**src/rtl/imm_gen_pkg.sv**
```systemverilog
// Shared immediate-format encoding and input width for the immediate generator.
package imm_gen_pkg;

  typedef enum logic [2:0] {
    FMT_I = 3'b000,
    FMT_S = 3'b001,
    FMT_B = 3'b010,
    FMT_U = 3'b011,
    FMT_J = 3'b100
  } imm_fmt_t;

  localparam int IMM_IN_W = 25;

endpackage

```
**src/rtl/imm_decode.sv**
```systemverilog
// Combinational RISC-V immediate format mux with sign extension to XLEN.
// Optional o_err port exists only when IMM_GEN_ERR_EN is defined.
module imm_decode
  import imm_gen_pkg::*;
#(
  parameter int XLEN = 32
) (
  input  logic [IMM_IN_W-1:0] i_imm,
  input  logic [2:0]          i_imm_src,
  output logic [XLEN-1:0]     o_value
`ifdef IMM_GEN_ERR_EN
  ,
  output logic                o_err
`endif
);

  logic signed [31:0] w_raw;
  logic               w_err;

  // Every format is built as a 32-bit signed value, then widened by a signed cast.
  always_comb begin
    w_raw = '0;
    w_err = 1'b0;
    case (imm_fmt_t'(i_imm_src))
      FMT_I: w_raw = {{20{i_imm[24]}}, i_imm[24:13]};
      FMT_S: w_raw = {{20{i_imm[24]}}, i_imm[24:18], i_imm[4:0]};
      FMT_B: w_raw = {{19{i_imm[24]}}, i_imm[24], i_imm[0], i_imm[23:18], i_imm[4:1], 1'b0};
      FMT_U: w_raw = {i_imm[24:5], 12'b0};
      FMT_J: w_raw = {{11{i_imm[24]}}, i_imm[24], i_imm[12:5], i_imm[13], i_imm[23:14], 1'b0};
      default: begin
        w_raw = '0;
        w_err = 1'b1;
      end
    endcase
  end

  assign o_value = XLEN'(w_raw);

`ifdef IMM_GEN_ERR_EN
  assign o_err = w_err;
`else
  logic w_err_unused;
  assign w_err_unused = w_err;
`endif

endmodule

```
**src/rtl/imm_gen_pipe.sv**
```systemverilog
// Immediate generator with valid/ready handshake: output register plus one-entry skid.
// Error flag storage is present only when IMM_GEN_ERR_EN is defined.
module imm_gen_pipe
  import imm_gen_pkg::*;
#(
  parameter int XLEN = 32
) (
  input  logic                clk,
  input  logic                rst,
  input  logic                in_valid,
  output logic                in_ready,
  input  logic [IMM_IN_W-1:0] imm,
  input  logic [2:0]          imm_src,
  output logic                out_valid,
  input  logic                out_ready,
  output logic [XLEN-1:0]     imm_ext,
  output logic                out_err
);

`ifdef IMM_GEN_ERR_EN
  localparam int DW = XLEN + 1;
`else
  localparam int DW = XLEN;
`endif

  logic [XLEN-1:0] w_val;
  logic [DW-1:0]   w_din;
  logic            w_acc;

  logic            r_o_vld;
  logic [DW-1:0]   r_o_dat;
  logic            r_s_vld;
  logic [DW-1:0]   r_s_dat;
  logic            r_in_rdy;

`ifdef IMM_GEN_ERR_EN
  logic w_err;
  imm_decode #(.XLEN(XLEN)) u_dec (
    .i_imm     (imm),
    .i_imm_src (imm_src),
    .o_value   (w_val),
    .o_err     (w_err)
  );
  assign w_din = {w_err, w_val};
  assign {out_err, imm_ext} = r_o_dat;
`else
  imm_decode #(.XLEN(XLEN)) u_dec (
    .i_imm     (imm),
    .i_imm_src (imm_src),
    .o_value   (w_val)
  );
  assign w_din   = w_val;
  assign imm_ext = r_o_dat;
  assign out_err = 1'b0;
`endif

  assign w_acc     = in_valid && r_in_rdy;
  assign in_ready  = r_in_rdy;
  assign out_valid = r_o_vld;

  // S can only be valid while O is valid, so an empty O implies an empty S.
  always_ff @(posedge clk) begin
    if (rst) begin
      r_o_vld  <= 1'b0;
      r_o_dat  <= '0;
      r_s_vld  <= 1'b0;
      r_s_dat  <= '0;
      r_in_rdy <= 1'b0;
    end else if (!r_o_vld || out_ready) begin
      r_in_rdy <= 1'b1;
      if (r_s_vld) begin
        r_o_vld <= 1'b1;
        r_o_dat <= r_s_dat;
        r_s_vld <= 1'b0;
      end else begin
        r_o_vld <= w_acc;
        if (w_acc) r_o_dat <= w_din;
      end
    end else if (w_acc) begin
      r_s_vld  <= 1'b1;
      r_s_dat  <= w_din;
      r_in_rdy <= 1'b0;
    end else begin
      r_in_rdy <= !r_s_vld;
    end
  end

endmodule

```
**config.mk**
```make
export PLATFORM = sky130hd
export DESIGN_NAME = imm_gen_pipe
export DESIGN_NICKNAME = d
export VERILOG_FILES = /design/src/rtl/imm_gen_pkg.sv /design/src/rtl/imm_decode.sv /design/src/rtl/imm_gen_pipe.sv
export SDC_FILE = /design/constraint.sdc
export NUM_CORES = 1
export LEC_CHECK = 0
export BUFFER_PORTS_ARGS = -buffer_cell sky130_fd_sc_hd__buf_2
export CORE_ASPECT_RATIO = 0.7
export CORE_MARGIN = 2
export CORE_UTILIZATION = 35
export CTS_CLUSTER_SIZE = 12
export DETAILED_ROUTE_END_ITERATION = 12
export SLEW_MARGIN = 20
export SYNTH_ARGS = -nofsm -noshare
export SYNTH_HDL_FRONTEND = slang
export SYNTH_SLANG_ARGS = --single-unit
```
**constraint.sdc**
```tcl
create_clock -name clk -period 2.5 [get_ports clk]
set_clock_uncertainty 0.05 [all_clocks]
set_input_delay 0.375 -clock clk [delete_from_list [all_inputs] [get_ports clk]]
set_output_delay 0.375 -clock clk [all_outputs]
set_load 0.05 [all_outputs]
```
Word level (Yosys, flattened, before mapping)
Cells that the tools add are included.

Equality and inequality tests: 4. Bitwise operators: 1. Reduce and logical (&&, ||, !) cells: 9. Muxes and demuxes: 6.

Operator list (count): $pmux 32 s5 (1); $mux 32 (2); $eq 3x2->1 const B (2); $reduce_and 2->1 (2); $eq 3x1->1 const B (1); $eq 3x3->1 const B (1); $logic_not 3->1 (1); $mux 1 (3); $logic_not 1->1 (2); $reduce_bool 2->1 (1); $reduce_or 2->1 (1); $logic_and 1x1->1 (1); $logic_or 1x1->1 (1); $not 1->1 (1).

Bits of input ports: 32. Register bits after elaboration: 67. Word-level logic and storage cells: 25. Output and inout bits: 35.

Depth between registers and ports, before layout
Gate-level depths: netlist of the first run.

Depth in word-level cells: 4. Gate-level depth with buffers: 7. Gate-level depth less buffers: 4.

Hierarchy
Synthesis of the first run repeated with hierarchy kept, for this count alone.

Cells, all modules: 394. Area total of the unflattened synthesis: 3420.8 sq um.

By module, submodules not included: imm_gen_pipe (cells an instance 300, area each 2880.3 sq um, instances 1, seq. area each 1341.3 sq um); imm_decode (cells an instance 94, area each 540.5 sq um, instances 1, seq. area each 0.0 sq um).

Worst setup path after synthesis of the first run
Ideal clock, no wire load.

Path kind: reg-to-reg. Start point: register r_in_rdy, in the netlist in_ready. End point: register r_o_dat[25], in the netlist imm_ext[25]. Data required time: 2354 ps. Library setup time: 96 ps. Clock period less this slack: 1810 ps. Cell stages (with the launch flop): 6. Path buffers: 2. Arrival: 1665 ps. Path slack: 690 ps. Cells stage by stage: dfxtp_1 a21oi_1 nand2b_1 buf_4 buf_4 o41ai_2.

Cells in the longest elaborated chain, start to end: 3.

RTL lines: from (decl) (line imm_gen_pipe.sv:34) `logic r_in_rdy;`; from (signal assigned) (line imm_gen_pipe.sv:84) `r_in_rdy <= !r_s_vld;`; $logic_and 1x1->1 (line imm_gen_pipe.sv:57) `assign w_acc = in_valid && r_in_rdy;`; $reduce_bool 2->1 (no line); $reduce_and 2->1 (no line); to (signal assigned) (line imm_gen_pipe.sv:73) `r_o_dat <= r_s_dat;`; to (signal assigned) (line imm_gen_pipe.sv:77) `if (w_acc) r_o_dat <= w_din;`; to (decl) (line imm_gen_pipe.sv:31) `logic [DW-1:0] r_o_dat;`.

No other way between the ends. A chain may end at the register's enable or synchronous reset.

Final worst setup path of the first run
Start point: register r_o_vld, in the netlist out_valid. End point: register r_s_dat[18].

Cells in the longest elaborated chain, start to end: 4.

RTL lines: from (decl) (line imm_gen_pipe.sv:30) `logic r_o_vld;`; from (signal assigned) (line imm_gen_pipe.sv:76) `r_o_vld <= w_acc;`; $logic_not 1->1 (line imm_gen_pipe.sv:69) `end else if (!r_o_vld || out_ready) begin`; $logic_or 1x1->1 (line imm_gen_pipe.sv:69); $not 1->1 (no line); $reduce_and 2->1 (no line); to (signal assigned) (line imm_gen_pipe.sv:81) `r_s_dat <= w_din;`; to (decl) (line imm_gen_pipe.sv:33) `logic [DW-1:0] r_s_dat;`.

No other way between the ends.

==> impl_metrics.tcl, run 1 <==
set metrics [dict create \
    gp_congestion 0.748 \
    cts_resized 0 \
    finalCritPeriodShare 0.773 \
    crit_start "out_valid" \
    clk_latency_ns 0.32 \
    syn_nets 412 \
    slowest_delay_ns 0.47 \
    fp-row-count 29 \
    outcome "finished clean" \
    fmax_mhz 517 \
    tns_ns 0 \
    crit_path_end "r_s_dat[18]" \
    r2r-end "r_s_dat[18]" \
    syn_area_um2 3350 \
    syn2layout_area_growth_pct 20.3 \
    initial_utilization 0.365 \
    final-seq-area_um2 1340 \
    final_common_cell "dfxtp_1" \
    final_cell_mix "dfxtp_1 (67), buf_2 (65), a21oi_1 (36)" \
    layout-drive-gt1-share 0.260 \
    vias 2992 \
    peakVddDrop_mv 0.400 \
    grt.overflow.total 0 \
    route.antenna.remaining_nets 0 \
    htreeDepth 3 \
    r2r_cells 5 \
    detailed_place_hpwl_um 6190 \
    ys_seq_area_frac 0.400 \
    worstMarginPinSlew_ns 0.686 \
    io-pin-count 67 \
    critPathBufInv 1 \
    p_leak_nw 1.53 \
    r2r-start "out_valid" \
    crit_type "flop to flop" \
    diodes 0 \
    gr-usage-all-layers 0.184 \
    critPathArrivalTime_ns 2.11 \
    cts_hold_buf 0 \
    clockBufferDepth 2 \
    cts_root_buf "clkbuf_16" \
    routed_wl_um 9250 \
    grt_pass1_vias 2790 \
    core_area_um2 9180 \
    critPathTopFamily "simple AND/OR/NAND/NOR gates" \
    via_per_inst 5.39 \
    hold_path.class "input port to flop" \
    clkSinkCount 67 \
    total_power_mw 2.93 \
    drtPass1Iterations 4 \
    ys_ff_latch 67 \
    drv_cap 0 \
    antenna_found_initial 0 \
    cts.reportedPaths.clkPinSlew_ns 0.06 \
    drc 0 \
    die_y_um 85.9 \
    path_max_fanout 39 \
    setup_viol 0 \
    r2r_slack_ns 0.57 \
    end_kind "flop" \
    cp.required_ns 2.68 \
    power.density_nw_per_um2 725 \
    multiInputGateArea_um2 1790 \
    slew_viol_final 0 \
    fin_crit_ns 1.93 \
    fillers 912 \
    grt_pass1_wl_um 15000 \
    cts_setup_buffers 0 \
    synth_cell_type_count 38 \
    grt_start_max_net_pins 44 \
    portBuffers 65 \
    slowest_stage "nor2b_1" \
    crit_path_cell_trace "nor2b_1, and3_1, buf_4, nor2_1, a211oi_1" \
    hold_violations 0 \
    start_kind "flop" \
    drt_iter0_markers 179 \
    wl_per_cell_um 16.7 \
    cts_buffers 9 \
    syn_area_per_cell_um2 8.82 \
    max_slew_margin 0.542 \
    die_w_um 121 \
    critical_path_depth 5 \
    dieArea_um2 10400 \
    rsz0062_at_grt "no" \
    cts_tree "done" \
    ys_warn_count 0 \
    nNetsFinal 458 \
    synthCells 380 \
]
[metal layers]
metal  GRT usage  part of all wire  vias up
met5           0                 0        -
met4      0.0507            0.0076        0
met3      0.0452             0.057        6
met2       0.256              0.40       84
met1       0.278              0.54     1409
li1            -                 -     1493
[how the worst min path moves through the flow]
| stage | start | to | slack, ns | cells past startpoint |
|---|---|---|---|---|
| after CTS | imm[23] | r_s_dat[10] | 0.30 | 3 |
| after global routing | imm[24] | r_s_dat[31] | 0.30 | 3 |
| after global placement | r_s_dat[10] | r_s_dat[10] | 0.38 | 2 |
| after floorplan | r_s_dat[10] | r_s_dat[10] | 0.38 | 2 |
| after detailed placement | r_s_dat[10] | r_s_dat[10] | 0.39 | 2 |
| final | imm[24] | r_s_dat[31] | 0.31 | 3 |
[kinds of logic after synthesis]
logic type,count (synthesis),synth area share
mux,1,0.00299
simple gates,153,0.254
buf+inv,43,0.0660
xor+xnor,1,0.00261
fa+ha+maj,1,0.00336
compound gates,113,0.270
other cells,1,0.00112
flops,67,0.400
[layout make-up]
type / instances / area share
tap: 124 / 0.0384
clock buffer: 12 / 0.0636
timing repair buffer: 77 / 0.103
inverter: 1 / 0.000930
sequential: 67 / 0.332
multi-input combinational: 270 / 0.444
clock inverter: 4 / 0.0180
[cell usage after synthesis (all sizes together)]
cell,n,share of area
dfxtp,67,0.40
a21oi,36,0.054
nor2,35,0.039
a211oi,32,0.085
buf,24,0.045
nand3b,21,0.047
nand2,20,0.022
nor3,20,0.030
clkbuf,18,0.020
nand2b,17,0.032
nor2b,16,0.032
o211ai,13,0.029
o41ai,11,0.049
nand4b,9,0.024
o22a,8,0.021
nand3,7,0.010
a221oi,6,0.016
o2bb2ai,4,0.010
nor4,2,0.0037
nor4bb,2,0.0060
a211o,1,0.0026
and2,1,0.0019
and2b,1,0.0022
and3,1,0.0019
conb,1,0.0011
inv,1,0.0011
maj3,1,0.0034
mux2i,1,0.0030
o21ai,1,0.0015
o21bai,1,0.0022
or3,1,0.0019
xnor2,1,0.0026
[registers in the layout (all words and copies together), names as in the netlist]
register   flops
imm_ext       32
in_ready       1
out_valid      1
r_s_dat       32
r_s_vld        1
[through the flow]
stage / instances / hold WS [ns] / utilization / setup WS, ns / cell area (um2)
floorplan: 380 / 0.377 / - / 0.690 / 3350
global placement: 539 / 0.384 / 0.404 / 0.481 / 3710
detailed placement: 539 / 0.391 / 0.404 / 0.417 / 3710
CTS: 555 / 0.295 / 0.440 / 0.604 / 4040
global route: 555 / 0.305 / 0.440 / 0.345 / 4040
finish: 555 / 0.311 / 0.440 / 0.568 / 4040
[power by group]
group	internal (mW)	switching [mW]	total [mW]
combinational	0.124	0.284	0.408
sequential	1.10	0.0188	1.12
clock	0.926	0.469	1.40
[worst min-delay path, stage by stage]
cell and delay (ns):
buf_2 0.13, nand3_1 0.07, a21oi_1 0.06
Note: power is estimated with default switching activity, not from simulation.
==> run 2: changes to the inputs <==
ABC_AREA = 1   (was default)
clock period = 1.71 ns   (was 2.5 ns; I/O delays follow)
==> run 2 against run 1 <==
Utilization is 0.66 points lower; sequential power is 49% higher; critical endpoint is now imm_ext[9]; combinational power is 66% higher.
==> impl_metrics.tcl, run 2 <==
set metrics [dict create \
    critPathArrivalTime_ns 1.71 \
    synth_flop_cell "dfxtp_1" \
    tns_ns 0 \
    grt_start_max_net_pins 33 \
    synth_cell_type_count 25 \
    detailed_place_hpwl_um 6120 \
    r2r_slack_ns 0.21 \
    ys_warn_count 0 \
    synthAdderAreaFrac 0 \
    max_slew_margin 0.625 \
    end_kind "flop" \
    synth_top_cells_by_count "nand2_1 (94), dfxtp_1 (67), nor2_1 (67)" \
    via_per_inst 4.97 \
    slowest_stage "inv_2" \
    muxShareOfSynthArea 0 \
    worstMarginPinSlew_ns 0.562 \
    final_cell_mix "nand2_1 (94), nor2_1 (67), dfxtp_1 (67)" \
    setup_viol 0 \
    syn_area_per_cell_um2 6.82 \
    grt_pass1_vias 3078 \
    antenna_found_initial 0 \
    cts_setup_buffers 0 \
    synth.area.top_cells "dfxtp_1 (42%), nand2_1 (11%), a21oi_1 (10%), o21ai_0 (8.7%), nor2_1 (7.8%)" \
    ys_ff_latch 67 \
    internal-power_mw 2.97 \
    synth_edf_count 0 \
    crit_type "flop to flop" \
    power.density_nw_per_um2 1070 \
    cts_hold_buf 0 \
    final_common_cell "nand2_1" \
    wl_per_cell_um 14.4 \
    cts_tree "done" \
    diodes 0 \
    fin_crit_ns 1.50 \
    total_power_mw 4.18 \
    p_clk_frac 0.438 \
    synth_xor_xnor_area_share 0 \
    power.switching_mw 1.21 \
    yosys.area_share.simple 0.272 \
    layout.cells.non_filler 656 \
    core_area_um2 9000 \
    gp_congestion 0.911 \
    cp_common_cell "nand2_2" \
    placed_area_um2 3600 \
    crit_path_cell_trace "nand2_1, nand2_2, nand2_2, inv_2, o21ai_0, a21oi_1" \
    outcome "finished clean" \
    route.antenna.remaining_nets 0 \
    drc 0 \
    p_comb_frac 0.162 \
    synth-async-reset-ratio 0 \
    synthCells 473 \
    gr-usage-all-layers 0.191 \
    dp_slack_ns 0.192 \
    cts_root_buf "clkbuf_16" \
    synth_compound_area_frac 0.205 \
    peakVddDrop_mv 0.453 \
    clk_latency_ns 0.33 \
    nNetsFinal 559 \
    drv_cap 0 \
    vias 3263 \
    synth_most_common_cell "nand2_1" \
    cts.reportedPaths.clkPinSlew_ns 0.06 \
    layout-drive-gt1-share 0.209 \
    final_core_util 0.433 \
    drt_iter0_markers 273 \
    fp-row-count 29 \
    ys_seq_area_frac 0.416 \
    dieArea_um2 10000 \
    synth_top_area_cell "dfxtp_1" \
    worst_slack_ns 0.211 \
    grt.overflow.total 0 \
    initial_utilization 0.359 \
    cts_buffers 9 \
    cp.required_ns 1.92 \
    grt_pass1_wl_um 15300 \
    syn_area_um2 3230 \
    clkSinkCount 67 \
    portBuffers 65 \
    synth_top_family_by_area "simple AND/OR/NAND/NOR gates" \
    start_kind "flop" \
    synth_top_area_frac 0.416 \
    p_leak_nw 1.99 \
    fmax_mhz 667 \
    hold_violations 0 \
    clockBufferDepth 2 \
    die_w_um 119 \
    finalCritPeriodShare 0.877 \
    sequentialPowerShare 0.400 \
    syn_nets 505 \
    drtPass1Iterations 5 \
    dp_cells 640 \
    htreeDepth 3 \
    timing.hold.ws_ns 0.198 \
    slowest_delay_ns 0.41 \
    slew_viol_final 0 \
    io-pin-count 67 \
    cts_resized 0 \
    hold_path.class "input port to flop" \
    path_max_fanout 32 \
    switching_share 0.289 \
    rsz0062_at_grt "no" \
    stdcell_area_um2 3900 \
    syn2layout_area_growth_pct 20.7 \
    die_y_um 84.4 \
    routed_wl_um 9450 \
]
==> run 2: cell count changes after synthesis, moves of 15 or more <==
cell,previous run,this run
a211oi_1,23,0
inv_1,1,32
nand2_1,20,94
nand2b_1,17,0
nor2b_1,15,0
a21oi_1,36,65
nor2_1,35,67
nand3b_1,21,0
o21ai_0,1,56
nor3_1,20,1
==> run 2: critical path, delay by kind of cell, from the launching register on <==
kind,cells,cell delay [ns]
buffers and inverters,1,0.41
flip-flops,1,0.33
AND/OR/NAND/NOR,3,0.31
AO/OA/AOI/OAI,2,0.31
==> run 2: logic make-up (layout without fill, tap and decap cells) <==
| family | Yosys count | in the layout |
|---|---|---|
| and+or+nand+nor | 202 | 202 |
| buffers and inverters | 72 | 131 |
| AOI/OAI and AO/OA | 131 | 131 |
| DFF | 67 | 67 |
| other | 1 | 1 |
==> run 2: worst paths after layout <==
| path | endpoint | cells past startpoint | from |
|---|---|---|---|
| worst max-delay path | imm_ext[9] | 6 | in_ready |
| worst min-delay path | in_ready | 3 | out_ready |
| worst max register to register | imm_ext[9] | 6 | in_ready |
| worst min register to register | r_s_dat[0] | 2 | r_s_dat[0] |
==> run 2: final cells by class <==
| cell class | count | area [um2] |
|---|---|---|
| well taps | 124 | 155 |
| flip-flops and latches | 67 | 1340 |
| repair buffers | 78 | 423 |
| inverters | 37 | 139 |
| multi-input cells | 334 | 1540 |
| clock buffers | 11 | 243 |
| fillers | 959 | 5100 |
| clock inverters | 5 | 52.6 |
==> run 2: power groups by stage <==
stage | registers, mW | logic [mW] | clock network [mW]
floorplan | 1.90 | 0.298 | 0
global placement | 1.70 | 0.669 | 0
detailed placement | 1.70 | 0.677 | 0
CTS | 1.67 | 0.680 | 1.86
global route | 1.68 | 0.740 | 1.94
finish | 1.67 | 0.678 | 1.83
==> run 2: layer usage <==
metal / share of wire / vias to the layer above / GRT usage
li1: - / 1646 / -
met1: 0.49 / 1497 / 0.274
met2: 0.43 / 114 / 0.286
met3: 0.074 / 6 / 0.0503
met4: 0.0054 / 0 / 0.0444
met5: 0 / - / 0
